===== config.mk =====
export PLATFORM = sky130hd
export DESIGN_NAME = imem_loader
export DESIGN_NICKNAME = d
export VERILOG_FILES = /design/src/rtl/imem_loader.sv
export SDC_FILE = /design/constraint.sdc
export NUM_CORES = 1
export LEC_CHECK = 0
export CAP_MARGIN = 20
export CORE_UTILIZATION = 50
export DETAILED_ROUTE_END_ITERATION = 7
export HOLD_SLACK_MARGIN = 0.02
export PLACE_DENSITY_LB_ADDON = 0.1
export SKIP_LAST_GASP = 1
export SYNTH_ARGS = -nofsm -noshare
export SYNTH_HDL_FRONTEND = slang
export SYNTH_SLANG_ARGS = --single-unit
export TNS_END_PERCENT = 30

===== constraint.sdc =====
create_clock -name clk -period 6 [get_ports clk]
set_input_delay 0.6 -clock clk [delete_from_list [all_inputs] [get_ports clk]]
set_output_delay 0.6 -clock clk [all_outputs]
set_load 0.1 [all_outputs]

===== src/rtl/imem_loader.sv =====
// Boot-time instruction-memory loader: assembles a little-endian byte stream into
// 32-bit words, writes them to sequential addresses and holds the core in reset until done.
module imem_loader #(
    parameter int ADDR_WIDTH = 10
) (
    input  logic                  clk,
    input  logic                  rst,
    input  logic                  start,
    input  logic                  in_valid,
    input  logic [7:0]            in_data,
    input  logic                  in_last,
    output logic                  in_ready,
    output logic                  wr_en,
    output logic [ADDR_WIDTH-1:0] wr_addr,
    output logic [31:0]           wr_data,
    output logic                  core_rst,
    output logic                  done,
    output logic                  error,
    output logic [ADDR_WIDTH:0]   word_count
);

    typedef enum logic [1:0] {
        S_IDLE,
        S_LOAD,
        S_WRITE,
        S_DONE
    } state_t;

    localparam logic [ADDR_WIDTH-1:0] LAST_ADDR = '1;
    localparam logic [ADDR_WIDTH-1:0] ADDR_ONE  = ADDR_WIDTH'(1);
    localparam logic [ADDR_WIDTH:0]   CNT_ONE   = (ADDR_WIDTH + 1)'(1);

    state_t                r_state;
    logic [1:0]            r_byte_cnt;
    logic [31:0]           r_word;
    logic [31:0]           r_wr_data;
    logic [ADDR_WIDTH-1:0] r_next_addr;
    logic [ADDR_WIDTH-1:0] r_wr_addr;
    logic [ADDR_WIDTH:0]   r_word_count;
    logic                  r_last;
    logic                  r_error;

    logic                  w_hs;
    logic                  w_complete;
    logic [31:0]           w_word;

    assign w_hs       = in_valid && (r_state == S_LOAD);
    assign w_complete = w_hs && ((r_byte_cnt == 2'd3) || in_last);

    // Current word with the incoming byte merged in; a short final word gets zero upper lanes.
    always_comb begin
        // NOTE: default assignment first so no path through the loop can infer a latch.
        w_word = r_word;
        for (int i = 0; i < 4; i++) begin
            if (2'(i) == r_byte_cnt) begin
                w_word[8*i +: 8] = in_data;
            end else if ((2'(i) > r_byte_cnt) && in_last) begin
                w_word[8*i +: 8] = 8'h00;
            end
        end
    end

    // NOTE: all state below uses non-blocking assignments so every register samples pre-edge values.
    always_ff @(posedge clk or posedge rst) begin
        if (rst) begin
            r_state      <= S_IDLE;
            r_byte_cnt   <= 2'd0;
            r_word       <= 32'h0;
            r_wr_data    <= 32'h0;
            r_next_addr  <= '0;
            r_wr_addr    <= '0;
            r_word_count <= '0;
            r_last       <= 1'b0;
            r_error      <= 1'b0;
        end else begin
            case (r_state)
                S_IDLE, S_DONE: begin
                    if (start) begin
                        r_state      <= S_LOAD;
                        r_byte_cnt   <= 2'd0;
                        r_next_addr  <= '0;
                        r_wr_addr    <= '0;
                        r_word_count <= '0;
                        r_last       <= 1'b0;
                        r_error      <= 1'b0;
                    end
                end
                S_LOAD: begin
                    if (w_hs) begin
                        r_word     <= w_word;
                        r_byte_cnt <= r_byte_cnt + 2'd1;
                    end
                    if (w_complete) begin
                        r_state   <= S_WRITE;
                        r_wr_data <= w_word;
                        r_wr_addr <= r_next_addr;
                        r_last    <= in_last;
                        if (in_last && (r_byte_cnt != 2'd3)) begin
                            r_error <= 1'b1;
                        end
                    end
                end
                S_WRITE: begin
                    r_word_count <= r_word_count + CNT_ONE;
                    if (r_last) begin
                        r_state <= S_DONE;
                    end else if (r_next_addr == LAST_ADDR) begin
                        // Memory full before the program ended: stop without wrapping.
                        r_state <= S_DONE;
                        r_error <= 1'b1;
                    end else begin
                        r_state     <= S_LOAD;
                        r_next_addr <= r_next_addr + ADDR_ONE;
                    end
                end
                default: r_state <= S_IDLE;
            endcase
        end
    end

    assign in_ready   = (r_state == S_LOAD);
    assign wr_en      = (r_state == S_WRITE);
    assign core_rst   = (r_state != S_DONE);
    assign done       = (r_state == S_DONE);
    assign wr_addr    = r_wr_addr;
    assign wr_data    = r_wr_data;
    assign error      = r_error;
    assign word_count = r_word_count;

endmodule


**Yosys cells after proc, flatten, opt, wreduce, memory -nomap -nowiden**

Cells that the tools add are included.

- Register bits: 101
- Output and inout port bits: 58

- Equality and inequality tests: 17
- $lt $le $gt $ge: 4
- Muxes and demuxes: 32
- Reduce and logical (&&, ||, !) cells: 21
- Add/subtract/negate cells: 3

Operators with widths:

| operator | count |
|---|---|
| two-way mux 8 bit | 8 |
| two-way mux 10 bit | 4 |
| case mux 10 bit (2 select lines) | 2 |
| case mux 11 bit (2 select lines) | 1 |
| two-way mux 2 bit | 6 |
| adder 11 x 1 -> 11 bit, second input constant | 1 |
| two-way mux 11 bit | 1 |
| adder 10 x 1 -> 10 bit, second input constant | 1 |
| equality test 10 bit, second input constant | 1 |
| != test 2 bit, second input constant | 5 |
| != test 2 x 1 -> 1 bit, second input constant | 4 |
| AND reduction 2 bit | 4 |
| logical AND 1 bit | 7 |
| equality test 2 bit, second input constant | 3 |
| two-way mux 1 bit | 6 |
| case mux 2 bit (3 select lines) | 1 |
| AND reduction 3 bit | 2 |
| AND reduction 5 bit | 1 |
| equality test 2 bit, first input constant | 2 |
| greater-than comparator 1 x 2 -> 1 bit, first input constant | 2 |
| greater-than comparator 2 bit, first input constant | 2 |
| zero test 2 bit | 2 |
| case mux 2 bit (2 select lines) | 1 |
| AND reduction 4 bit | 1 |
| other kinds (8) | 9 |

**Logic depth before layout (Yosys ltp)**

- Word-level depth: 5
- Gate-level depth with buffers: 8
- Gate-level depth less buffers: 6

**Worst setup path before layout**

OpenSTA, ideal clock, no wires.

- Kind: reg2reg
- Start point: register r_state[0]
- End point: register r_word_count[9] (netlist: word_count[9])
- Setup slack: 3447 ps
- Library setup time: 78 ps
- Data required time: 5922 ps
- Cell stages (with the launch flop): 8
- Arrival: 2475 ps
- Buffers on the path: 1
- Cells stage by stage: dfrtp_1 inv_1 ha_1 buf_2 mux2i_2 or3_1 or3_1 a21oi_1

- Elaborated cells on any way between the ends: 8

RTL lines:

| item | line | source |
|---|---|---|
| start: declaration | 33 | `state_t r_state;` |
| start signal: assignment | 66 | `r_state <= S_IDLE;` |
| start signal: assignment | 79 | `r_state <= S_LOAD;` |
| start signal: assignment | 94 | `r_state <= S_WRITE;` |
| equality test 2 bit * | -- |  |
| named net wr_en | 13 | `output logic wr_en,` |
| nonzero test 2 bit (no line) | -- |  |
| AND reduction 2 bit (no line) | -- |  |
| end signal: assignment | 104 | `r_word_count <= r_word_count + CNT_ONE;` |
| end: declaration | 39 | `logic [ADDR_WIDTH:0] r_word_count;` |

The timed path passes the listed nets; every way through them passes the cells marked *.
A chain may end at the register's enable or synchronous reset.

**Worst setup path in the final report**

- Start point: register r_state[1]
- End point: output port in_ready

- Word-level cells in the longest chain between the ends: 1

Ends and longest elaborated chain:

| item | line | source |
|---|---|---|
| equality test 2 x 1 -> 1 bit | 121 | `assign in_ready = (r_state == S_LOAD);` |
| end: declaration | 12 | `output logic in_ready,` |

No other way between the ends.

==> summary by stage <==
Logic synthesis
The synthesized design spends more area on one cell type than any other, namely sky130_fd_sc_hd__dfrtp_1. The cell count after synthesis is 409. The arithmetic-cell share of the synthesized area counting full adders, half adders and majority gates is 2.929%.

The number of distinct library cell variants in the gate-level netlist after synthesis is 40. The total number of yosys warnings is 0. The xor and xnor area share after synthesis is 1.230%. The proportion of netlist area held by the largest area contributor is a little over half. The share of the synthesized area in compound gates (AO/OA/AOI/OAI) is 18.25%. Sorting the synthesized cells by area gives the leading types as sky130_fd_sc_hd__dfrtp_1 54%, sky130_fd_sc_hd__o21ai_0 6.2%, sky130_fd_sc_hd__a22o_1 5.5%.

The multiplexer area fraction after synthesis is 6.444%. After synthesis, the share of flip-flops with an asynchronous set or reset is 100.0%. The synthesized flop and latch total is between 90 and 100. Sequential cells were found to cover 54.48% of the synthesized design area. By area, the combinational part of the netlist is dominated by compound AO/OA/AOI/OAI gates. The simple-gate portion of the synthesized area is 12.62%. The dominant synthesized flop cell is sky130_fd_sc_hd__dfrtp_1. After synthesis the cells add up to 0.004272 sq mm.

The mean instance size in the synthesized netlist is ~10 sq um. The number of nets handed over by synthesis was 432. In this run, synthesis inferred 0 flip-flops with an integrated enable.

Cells and area
The filler cells instantiated in the layout total 707. The leading cell type in the layout, fill and taps excluded is sky130_fd_sc_hd__dfrtp_1. Compared with the post-synthesis result, the final layout area differs by 21.35%. The fraction of layout instances using a drive strength above 1 is 5.628%. 0 antenna diodes ended up in the layout. The final instance area is 0.005184 sq mm. The net count reported at finish is 482.

In the layout the commonest cells are 93 x sky130_fd_sc_hd__dfrtp_1, 70 x sky130_fd_sc_hd__clkdlybuf4s50_1, 61 x sky130_fd_sc_hd__nand2_1.

Power
The peak ir drop on the vdd network is ~0.00040 V. The sequential group share of total power is a little under a third. The static power due to leakage is 2.252 nW. The analysis attributes to net switching a power of about 0.0016 W. The design draws 0.003083 W. For this design the ratio of total power to cell area is slightly below 600 mW/mm^2.

Cell internal power was estimated by the tool at 0.001485 W. The switching share of power is 51.82%. Combinational logic is responsible for 55.1% of the overall power.

The share of power burned in the clock network is 14.5%.

Die
Measured along the y axis, the die boundary spans 94.43 um. The initial utilization of the core area, before any placement, comes to 51.73%. The die width is approximately 94 um. just over 70 I/O pins were placed. The area of the core region is 0.008258 sq mm. Row generation in the floorplan step produced 33 rows. The floorplan step defined a die boundary enclosing 0.008917 sq mm.

CTS
The H-tree was split into 3 levels. Counting along the longest clock path gives a buffer depth of 2. Clock latency on the worst-skew pair, taken at its later pin, is 0.36 ns. Clock-pin slew was measured on the worst setup and hold paths at 0.09 ns. Buffers inserted to repair hold after CTS numbered 0. The number of gates resized after CTS was 0. The total CTS buffers is 9.

In this run the clock root is driven by a sky130_fd_sc_hd__clkbuf_8. TritonCTS built the clock tree. Post-CTS timing repair inserted 0 buffers for setup. The sink count of the clock tree is 93.

Flow run
The number of max-capacitance violations reported is 0.

Setup path
The setup check on the worst reg-to-reg path leaves a slack of 3.47 ns. For the worst flop-to-flop path, the logic depth is 6. The endpoint identified for the worst register-to-register timing path is wr_data[20]. Of all nets on the critical path, the largest fanout is 27. The worst reg2reg path startpoint is r_state[1]. Data arrives at the worst endpoint at 2.89 ns. The start point of the critical path is r_state[1]. The worst setup path is captured at an output pin. Data on the critical path is required at its endpoint by 5.40 ns.

STA classifies the critical path startpoint as a flop. The last element of the critical path is in_ready. The critical setup path kind is reg2out.

Drt
The number of iterations in the first detailed-routing pass is 4. The average via count per standard cell is 5.728. The DRC violation total after the first TritonRoute iteration is approximately 140. Dividing the detail-routed wire length by the instance count gives about 17 um. The routed design has ~9400 um of wire.

For this block, the via count after detailed routing is between 3000 and 4000. The DRC violation count after routing is 0. The number of antenna-violating nets in the routed design is 0.

Timing
The slew at the pin closest to its max-slew limit is 0.9857 ns. The final critical-path required period is roughly 3.5 ns. The headroom to the max-slew limit is 34.08%. Setup violations remaining at the end of the flow were counted as 0.

Setup repair after global routing left no endpoint under its margin. The achievable frequency is 0.2862 GHz. The setup TNS after final layout is 0 ns. The final-report hold violation count is 0.

The count of final max-slew check failures was 0. The clock tree skew after final layout is between 0.008 and 0.009 ns. The portion of the clock cycle consumed by the worst path in the final layout is between 50% and 60%.

GRT
Entering global routing, the biggest net connects 75 pins. The overall overflow remaining after global route is 0. In the global route stage, overall resource usage came out at 23.16%. The number of global-route vias before repair is around 3200. The number of antenna violations at the first check in global routing came to 0. The first global-routing pass estimated approximately 16000 um of wire.

Place
The placed instances occupy a cell area of 0.004981 sq mm. Port buffering added 70 buffers. The congestion estimate from routability-driven global placement came to 0.8214.

The half-perimeter wire length after detailed placement is 6203 um.

Run status
The run finished with clean final reports.

Worst hold path
The worst hold path belongs to the class reg2reg.
==> metal layers <==
layer / part of all wire [%] / track usage [%] / vias up
met5: 0 / 0 / -
met4: 1.4 / 8.462 / 0
met3: 3.6 / 4.026 / 10
met2: 47 / 36.41 / 72
met1: 48 / 32.27 / 1612
li1: - / - / 1554
==> sequential cells by signal (all words and copies together), names as in the netlist <==
register     count
r_byte_cnt       2
r_word          24
error            1
wr_data         32
r_state          2
r_last           1
wr_addr         10
r_next_addr     10
word_count      11
==> worst max-delay path: stages, from the launching register on <==
cell and delay [ns]:
sky130_fd_sc_hd__dfrtp_1 0.40, sky130_fd_sc_hd__inv_1 0.08, sky130_fd_sc_hd__ha_1 0.77, sky130_fd_sc_hd__clkdlybuf4s50_1 1.28
==> Yosys cell counts (9+ instances only) <==
library cell               instances
sky130_fd_sc_hd__ha_1             10
sky130_fd_sc_hd__dfrtp_1          93
sky130_fd_sc_hd__a22o_1           27
sky130_fd_sc_hd__mux2_2            9
sky130_fd_sc_hd__o21ai_0          53
sky130_fd_sc_hd__clkbuf_1         17
sky130_fd_sc_hd__o31ai_1          10
sky130_fd_sc_hd__nand2_1          61
sky130_fd_sc_hd__inv_1             9
sky130_fd_sc_hd__mux2i_1          16
sky130_fd_sc_hd__nand3_1          11
sky130_fd_sc_hd__buf_1             9
==> worst min path at each step <==
| stage | start | endpoint | slack [ns] | depth (start not counted) |
|---|---|---|---|---|
| floorplan | r_word[16] | r_word[16] | 0.47 | 1 |
| finish | wr_data[9] | wr_data[9] | 0.49 | 2 |
| global route | rst | word_count[7] | 0.52 | 2 |
| detailed placement | wr_data[21] | wr_data[21] | 0.47 | 2 |
| CTS | wr_data[16] | wr_data[16] | 0.50 | 2 |
| global placement | wr_addr[9] | wr_addr[9] | 0.47 | 2 |
==> logic make-up (layout without fill, tap and decap cells) <==
logic type	count (synthesis)	count (layout)
simple gates	114	114
flops	93	93
mux	26	26
fa+ha+maj	10	10
xor+xnor	6	6
compound gates	118	118
buf+inv	42	95
==> through the flow <==
| step | setup WS, ns | utilization, % | hold slack [ns] | cells |
|---|---|---|---|---|
| 4_1_cts | 2.479 | 62.77 | 0.4951 | 567 |
| 5_1_grt | 2.346 | 62.77 | 0.5210 | 567 |
| 2_1_floorplan | 2.980 | - | 0.4654 | 409 |
| 3_5_place_dp | 2.867 | 60.32 | 0.4735 | 553 |
| 6_report | 2.506 | 62.77 | 0.4867 | 567 |
| 3_3_place_gp | 2.944 | 60.32 | 0.4653 | 553 |
==> final cells by class <==
cell class / count / area, sq um / share of cell area (%)
Sequential cell: 93 / 2327 / 44.89
Timing Repair Buffer: 72 / 715.7 / 13.81
Clock inverter: 4 / 75.07 / 1.448
Multi-Input combinational cell: 274 / 1772 / 34.18
Clock buffer: 10 / 127.6 / 2.462
Inverter: 9 / 35.03 / 0.6758
Tap cell: 105 / 131.4 / 2.534
==> power by group through the flow <==
stage | Combinational [W] | Clock [W] | Sequential (W)
floorplan | 0.000590 | 0 | 0.00169
global placement | 0.00168 | 0 | 0.000940
detailed placement | 0.00170 | 0 | 0.000945
CTS | 0.00171 | 0.000456 | 0.000936
global route | 0.00180 | 0.000479 | 0.000963
finish | 0.00170 | 0.000446 | 0.000937
No activity file was read; power rests on OpenSTA's default activity.
